==> config.mk <==
export PLATFORM = sky130hd
export DESIGN_NAME = ysyx_041461_booth_mul_seq
export DESIGN_NICKNAME = d
export VERILOG_FILES = /design/src/rtl/ysyx_041461_booth_mul_seq.sv
export SDC_FILE = /design/constraint.sdc
export NUM_CORES = 2
export LEC_CHECK = 0
export BUFFER_PORTS_ARGS = -buffer_cell sky130_fd_sc_hd__buf_2
export CAP_MARGIN = 25
export CORE_UTILIZATION = 50
export CTS_BUF_LIST = sky130_fd_sc_hd__clkbuf_4 sky130_fd_sc_hd__clkbuf_8 sky130_fd_sc_hd__clkbuf_16
export DETAILED_ROUTE_END_ITERATION = 16
export PLACE_DENSITY = 0.71
export SLEW_MARGIN = 25
export SYNTH_ARGS = -nofsm -noshare
export SYNTH_HDL_FRONTEND = slang
export SYNTH_SLANG_ARGS = --single-unit
==> constraint.sdc <==
create_clock -name clk -period 4.5 [get_ports clk]
set_clock_uncertainty 0.2 [all_clocks]
set_input_delay 0.675 -clock clk [delete_from_list [all_inputs] [get_ports clk]]
set_output_delay 0.675 -clock clk [all_outputs]
set_load 0.005 [all_outputs]
==> src/rtl/ysyx_041461_booth_mul_seq.sv <==
// ---------------------------------------------------------------------------------------------
// ysyx_041461_booth_mul_seq
// Iterative radix-4 Booth multiplier. Retires one Booth digit (two multiplier bits) per cycle
// into a 2*XLEN accumulator and returns the full product as hi/lo halves.
//
// Ports:
//   clk        rising-edge clock
//   rst_n      asynchronous active-low reset
//   in_valid   operands valid             in_ready   block can accept operands (IDLE)
//   flush      abort and discard          x_signed   multiplicand is signed
//   y_signed   multiplier is signed       mul_x      multiplicand (rs1)
//   mul_y      multiplier (rs2)           out_valid  result valid (DONE)
//   out_ready  consumer accepts result    result_hi  product [2*XLEN-1:XLEN]
//   result_lo  product [XLEN-1:0]
// ---------------------------------------------------------------------------------------------
module ysyx_041461_booth_mul_seq #(
   parameter int unsigned XLEN      = 64,
   parameter bit          ZERO_SKIP = 1'b1
) (
   input  logic            clk,
   input  logic            rst_n,
   input  logic            in_valid,
   output logic            in_ready,
   input  logic            flush,
   input  logic            x_signed,
   input  logic            y_signed,
   input  logic [XLEN-1:0] mul_x,
   input  logic [XLEN-1:0] mul_y,
   output logic            out_valid,
   input  logic            out_ready,
   output logic [XLEN-1:0] result_hi,
   output logic [XLEN-1:0] result_lo
);

   localparam int unsigned PW   = 2 * XLEN;
   localparam int unsigned ITER = XLEN / 2 + 1;
   localparam int unsigned CW   = $clog2(ITER + 1);
   localparam logic [CW-1:0] LAST_CNT = CW'(ITER - 1);

   typedef enum logic [1:0] {StIdle, StBusy, StDone} state_e;

   state_e          r_state, w_state_nxt;
   // Multiplicand pre-shifted by 2i, so the current digit's term is r_x or r_x << 1.
   logic [PW-1:0]   r_x, w_x_nxt;
   // Multiplier as {ext, ext, y, y[-1]=0}, shifted right by 2 per digit; digit is r_y[2:0].
   logic [XLEN+2:0] r_y, w_y_nxt;
   logic [PW-1:0]   r_acc, w_acc_nxt;
   logic [CW-1:0]   r_cnt, w_cnt_nxt;
   logic [XLEN-1:0] r_hi, w_hi_nxt;
   logic [XLEN-1:0] r_lo, w_lo_nxt;

   logic [PW-1:0]   w_term;
   logic            w_cin;
   logic [PW-1:0]   w_sum;
   logic            w_zero;

   // Booth digit recode; negative digits use ~term with carry-in 1 in the same add.
   always_comb begin
      w_term = '0;
      w_cin  = 1'b0;
      unique case (r_y[2:0])
         3'b001, 3'b010: w_term = r_x;
         3'b011:         w_term = r_x << 1;
         3'b100: begin
            w_term = ~(r_x << 1);
            w_cin  = 1'b1;
         end
         3'b101, 3'b110: begin
            w_term = ~r_x;
            w_cin  = 1'b1;
         end
         default:        w_term = '0;
      endcase
   end

   assign w_sum  = r_acc + w_term + {{(PW - 1){1'b0}}, w_cin};
   assign w_zero = ZERO_SKIP && ((mul_x == '0) || (mul_y == '0));

   always_comb begin
      w_state_nxt = r_state;
      w_x_nxt     = r_x;
      w_y_nxt     = r_y;
      w_acc_nxt   = r_acc;
      w_cnt_nxt   = r_cnt;
      w_hi_nxt    = r_hi;
      w_lo_nxt    = r_lo;

      if (flush) begin
         w_state_nxt = StIdle;
      end else begin
         unique case (r_state)
            StIdle: begin
               if (in_valid) begin
                  w_x_nxt   = {{XLEN{x_signed & mul_x[XLEN-1]}}, mul_x};
                  w_y_nxt   = {{2{y_signed & mul_y[XLEN-1]}}, mul_y, 1'b0};
                  w_acc_nxt = '0;
                  w_cnt_nxt = '0;
                  if (w_zero) begin
                     w_state_nxt = StDone;
                     w_hi_nxt    = '0;
                     w_lo_nxt    = '0;
                  end else begin
                     w_state_nxt = StBusy;
                  end
               end
            end
            StBusy: begin
               w_x_nxt   = r_x << 2;
               w_y_nxt   = r_y >> 2;
               w_acc_nxt = w_sum;
               w_cnt_nxt = r_cnt + 1'b1;
               if (r_cnt == LAST_CNT) begin
                  w_state_nxt = StDone;
                  w_hi_nxt    = w_sum[PW-1:XLEN];
                  w_lo_nxt    = w_sum[XLEN-1:0];
               end
            end
            StDone: begin
               if (out_ready) w_state_nxt = StIdle;
            end
            default: w_state_nxt = StIdle;
         endcase
      end
   end

   always_ff @(posedge clk or negedge rst_n) begin
      if (!rst_n) begin
         r_state <= StIdle;
         r_x     <= '0;
         r_y     <= '0;
         r_acc   <= '0;
         r_cnt   <= '0;
         r_hi    <= '0;
         r_lo    <= '0;
      end else begin
         r_state <= w_state_nxt;
         r_x     <= w_x_nxt;
         r_y     <= w_y_nxt;
         r_acc   <= w_acc_nxt;
         r_cnt   <= w_cnt_nxt;
         r_hi    <= w_hi_nxt;
         r_lo    <= w_lo_nxt;
      end
   end

   assign in_ready  = (r_state == StIdle);
   assign out_valid = (r_state == StDone);
   assign result_hi = r_hi;
   assign result_lo = r_lo;

endmodule

======== Yosys cells after proc, flatten, opt, wreduce, memory -nomap -nowiden ========
Cells that the tools add are included.
cells by class
  add/subtract/negate cells ............... 3
  eq/ne operators ......................... 15
  mux-type cells .......................... 22
  bitwise logic cells ..................... 5
  reductions and logical operators ........ 11
operator list
  cell                                                                      number
  128-bit case mux with 2 select lines                                      2
  128-bit case mux with 4 select lines                                      1
  128-bit 2-to-1 mux                                                        2
  64-bit 2-to-1 mux                                                         4
  128-bit NOT                                                               2
  64-bit case mux with 2 select lines                                       2
  67-bit case mux with 2 select lines                                       1
  128-bit by 1-bit adder with 128-bit output                                1
  128-bit adder                                                             1
  64-bit zero test                                                          2
  67-bit 2-to-1 mux                                                         1
  6-bit case mux with 2 select lines                                        1
  2-bit 2-to-1 mux                                                          5
  3-bit equality test (second input constant)                               3
  6-bit by 1-bit adder with 6-bit output (second input constant)            1
  3-bit by 2-bit equality test with 1-bit output (second input constant)    2
  6-bit equality test (second input constant)                               1
  6-bit 2-to-1 mux                                                          1
  3-bit by 2-bit inequality test with 1-bit output (second input constant)  2
  2-bit case mux with 3 select lines                                        1
  3-bit AND reduction                                                       2
  5-bit AND reduction                                                       1
  2-bit inequality test (second input constant)                             2
  2-bit OR reduction                                                        2
  other kinds (12)                                                          13
word-level totals
  register bits after elaboration ......... 459
  logic and storage cells ................. 63

======== Depth between registers and ports, before layout ========
  depth in word-level cells ............... 7
  depth in mapped cells ................... 18
  mapped depth without buffers ............ 16

======== Worst setup path before layout ========
Ideal clock, no wire load.
  kind .................................... register -> register
  start point ............................. register r_y[2]
  end point ............................... register r_hi[31], in the netlist result_hi[31]
  library setup time ...................... 0.138 ns
  data arrival time ....................... 3.977 ns
  data required time ...................... 4.162 ns
  slack ................................... 0.185 ns
  cell stages (with the launch flop) ...... 19
  buffers on the path ..................... 4
  cells stage by stage .................... dfrtp_1 clkbuf_1 buf_2 buf_1 xor2_1 a22oi_1 o21ai_0 ha_1 buf_2 a21o_1 a21o_1 a21oi_1 o311ai_1 a211oi_1 nor3_1 or4_1 a31oi_1 xor2_1 o31ai_1
between the ends
  word-level cells in the longest chain between the ends .. 7
ends and longest elaborated chain
  element                                            RTL line  source
  start: declaration                                 46        logic [XLEN+2:0] r_y, w_y_nxt;
  start signal: assignment                           138       r_y <= w_y_nxt;
  3-bit equality test, or another cell as far along  61        unique case (r_y[2:0])
  2-bit OR reduction, on equally long branches       n/a
  128-bit case mux with 4 select lines               61
  128-bit adder                                      76        assign w_sum = r_acc + w_term + {{(PW - 1){1'b0}}, w_cin};
  128-bit by 1-bit adder with 128-bit output (*)     76
  64-bit 2-to-1 mux (*)                              112       if (r_cnt == LAST_CNT) begin
  64-bit case mux with 2 select lines (*)            91        unique case (r_state)
  end signal: assignment                             141       r_hi <= w_hi_nxt;
  end: declaration                                   49        logic [XLEN-1:0] r_hi, w_hi_nxt;
Mark *: on every way between the ends. The rest lies on a longest branch, timed or not. The select of a mux whose other input is x is not followed.
A chain may end at the register's enable or synchronous reset.

======== Final worst setup path ========
  start point ............................. register r_y[2]
  end point ............................... register r_hi[34], in the netlist result_hi[34]
The elaborated chain is that of the path after synthesis.

==> results <==
- The area of combinational cells with multiple inputs is 0.01866 mm^2.
- The area of the placeable core is 0.06047 mm^2.
- The final instance count without filler cells is 5025.
- The number of different library cells used by synthesis comes to 93.
- After synthesis, the cell types taking the most area are sky130_fd_sc_hd__dfrtp_1 (37%), sky130_fd_sc_hd__nand2_1 (8.6%), sky130_fd_sc_hd__ha_1 (5.2%).
- The biggest fanout along the worst timing path is 45.
- The number of nets produced by synthesis is 4040.
- The cell count after synthesis came out at 3775.
- The number of filler instances in the final layout is 5308.
- IR analysis of the VDD net gives a maximum drop of 0.3847 mV.
- The sink count of the clock tree is 458.
- The final-report setup violation count is 0.
- At the end of routability-driven placement, the weighted congestion stood at 1.002.
- The total design power is 30.42 mW.
- The die area is 0.06222 mm^2.
- The net count reported at finish is 4468.
- The clock transition time at the flip-flop clock pins of the worst setup and hold paths is 60 ps.
- Dividing the final minimum period by the clock period gives 0.9882.
- In the routed layout, each cell is associated on average with a via count of 6.103.
- The detailed router's first-iteration violation count is 2481.
- For met1 alone, demand over resource in global routing was 0.4408.
- The count of antenna diodes in the layout is 0.
- The number of primary I/O pins is 265.
- The initial antenna violation count is 1.
- The leakage power summed over all cells is 17.21 nW.
- The CTS root buffer is sky130_fd_sc_hd__clkbuf_16.
- The power per cell area is 807.0 mW/mm^2.
- The growth of design area from synthesis to finish is 23.14%.
- The slack of the critical path is 53.03 ps.
- The later-pin clock latency in the skew report is 630 ps.
- The count of final max-slew check failures is 0.
- The min-delay analysis places its worst path in the category in2reg.
- The via count of the first global-routing pass is 29020.
- The accumulated negative setup slack is 0 ps.
- In this run, CTS created clock tree buffers numbering 52.
- The per-instance average area after synthesis is 8.110 um^2.
- The worst hold slack after final layout is 114.7 ps.
- The data required time at the worst endpoint is 4810 ps.
- The count of vias placed by the detailed router is 30670.
- The initial cell density of the core is 0.5063.
- The number of placed instances, taps included is 4901.
- The remaining routing DRC violations is 0.
- The overall fraction of global-route tracks in use is 0.3244.
- After layout, the minimum clock period comes to 4447 ps.
- The pre-antenna-repair detailed-routing pass consisted of 6 iterations.
- The chip width is 249.4 um.
- The startpoint kind of the worst setup timing path is a flip-flop.
- The global-route wire length before repair is 162200 um.
- The CTS tree is yes.
- Global routing finished with a remaining overflow of 0.
- In the synthesized netlist the dominant register cell turns out to be sky130_fd_sc_hd__dfrtp_1.
- The portion of the post-synthesis area used by sequential elements is 0.3744.
- The number of register bits inferred by synthesis is 458.
- The most common library cell in the layout ignoring fill and taps is sky130_fd_sc_hd__nand2_1.
- Max-cap violations in this run came to 0.
- The share of cells above drive strength 1 is 0.2159.
- At the pin with the least slew margin, the transition time is 1021 ps.
- The setup slack at placement is -206.6 ps.
- In this run the remaining antenna-violating nets after routing total 0.
- Setup repair after global routing could not meet its margin everywhere.
- The CTS H-tree depth is 2.
- The slowest stage cell on the critical path is sky130_fd_sc_hd__dfrtp_4.
- The count of final hold-check violations came to 0.
- The cell type contributing the most total cell area after synthesis is sky130_fd_sc_hd__dfrtp_1.
- The flow ran to the end, and the final reports show no timing, DRC or antenna violations.
- The number of enable flip-flop cells after synthesis is 0.
- The routed design has 105200 um of wire.
- In this run the vertical extent of the chip is 249.4 um.
- Input and output buffers added on the ports amount to 264.
- Yosys printed 0 warnings.
- The share of flip-flops with an asynchronous set or reset after synthesis is 1.000.
- Once detailed placement completed, the half-perimeter wirelength came to 75330 um.
- The synthesized netlist occupies a cell area of 0.03061 mm^2.
- The floorplan has 90 rows.
- The critical path data arrival time is 4750 ps.
- Derived from the worst setup path, the maximum achievable clock frequency is 224.9 MHz.
- The routing layer with the top usage in global route is met2.
- The pin count of the biggest net entering global routing is 193.
- The area used by sequential logic in the layout is 0.01147 mm^2.
- The longest clock path from root to sink contains 3 buffers.
- The critical path is of the reg2reg type.
- Of the post-synthesis cell area, the dominant cell type holds 0.3744.
- For this run, global-route usage on met2 was measured as 0.5258.
- The worst stage delay on the critical path is 560 ps.
- The library cells used most frequently in the layout, excluding fill and tap cells, are sky130_fd_sc_hd__nand2_1 (694), sky130_fd_sc_hd__dfrtp_1 (456), sky130_fd_sc_hd__buf_4 (353).
- The sort of element at the end of the critical path is a flip-flop.
- The critical path goes through buf_16, buf_4, xor2_1, a22oi_1, o21ai_0, ha_1, a21o_1, a21o_1, a21oi_1, o221ai_1, a21oi_1, buf_4, nand2_1, a311oi_2, nor4_2, or3_1, a32o_1.
- After detailed routing, the average wire length per cell comes to 20.94 um.
- The remaining max-slew budget at the tightest pin is 0.3176.
- In the global route stage, met3 resource usage came out at 0.05809.
## cell families after synthesis
family / after synthesis / share of synthesized area
AND/OR/NAND/NOR: 1329 / 0.1876
AO/OA/AOI/OAI: 1289 / 0.2705
flip-flops: 458 / 0.3744
buffers and inverters: 316 / 0.04075
XOR/XNOR: 240 / 0.06866
adder cells (fa/ha/maj): 130 / 0.05362
multiplexers: 13 / 0.004455
## synth_stat cells (60+ instances only)
| cell type | number |
|---|---|
| sky130_fd_sc_hd__nand2_1 | 701 |
| sky130_fd_sc_hd__dfrtp_1 | 458 |
| sky130_fd_sc_hd__nand4_1 | 83 |
| sky130_fd_sc_hd__a21o_1 | 67 |
| sky130_fd_sc_hd__clkbuf_1 | 212 |
| sky130_fd_sc_hd__a31oi_1 | 140 |
| sky130_fd_sc_hd__a22oi_1 | 126 |
| sky130_fd_sc_hd__a22o_1 | 89 |
| sky130_fd_sc_hd__o21ai_0 | 316 |
| sky130_fd_sc_hd__xor2_1 | 180 |
| sky130_fd_sc_hd__nor2_1 | 330 |
| sky130_fd_sc_hd__a21oi_1 | 297 |
| sky130_fd_sc_hd__ha_1 | 128 |
| sky130_fd_sc_hd__xnor2_1 | 60 |
| sky130_fd_sc_hd__o31ai_1 | 66 |
## layout make-up
class / instances / share of cell area
clock buffer: 71 / 0.04059
timing repair buffer: 652 / 0.1245
tap: 782 / 0.02596
sequential: 458 / 0.3042
inverter: 38 / 0.003784
multi-input combinational: 3001 / 0.4951
clock inverter: 23 / 0.005908
## report_power, final
part,switching [mW],leakage [nW],internal [mW],total [mW]
clock,1.84,0.873,2.55,4.40
sequential,1.38,5.76,5.66,7.04
combinational,11.0,10.6,7.95,19.0
## stage by stage
stage,util,instance area (um^2)
final,0.6234,37700
after floorplan,-,30610
after CTS,0.6078,36750
after global routing,0.6234,37700
after detailed placement,0.5776,34930
after global placement,0.5776,34930
## flip-flops by register name, indices dropped and copies added, names as in the netlist
signal	flops
r_acc	128
r_x	128
r_y	66
result_hi	64
result_lo	64
r_cnt	6
r_state	2
## timing repair
action / 4_1_cts / 5_1_grt
buffers inserted: 1 / 23
gates resized for setup: 10 / 156
endpoints found under the hold margin: 88 / 0
pin swaps: 1 / 29
hold buffers: 1 / 0
cloned: 0 / 5
setup endpoints to repair: 30 / 141
## path summary, 6_finish.rpt
path | cells past startpoint | endpoint | slack, ps | start
max in group asynchronous | 3 | r_y[59] | 2530 | rst_n
setup / recovery | 17 | result_hi[34] | 50 | r_y[2]
min in group asynchronous | 2 | result_lo[49] | 500 | rst_n
hold / removal | 3 | r_y[49] | 110 | mul_y[48]
setup reg to reg | 17 | result_hi[34] | 50 | r_y[2]
hold reg to reg | 2 | result_hi[1] | 270 | result_hi[1]
## per-layer routing
layer  part of all wire  up-vias
met1               0.42    14850
met5                  0        -
li1                   -    14440
met3              0.079      198
met2               0.46     1186
met4              0.034        0
## worst max-delay path, delay by kind of cell, from the launching register on
kind / cells / cell delay [ps]
buf+inv: 3 / 600
xor+xnor: 1 / 140
flops: 1 / 560
simple gates: 3 / 550
compound gates: 9 / 1820
fa+ha+maj: 1 / 400
(Power assumes the default switching activity.)
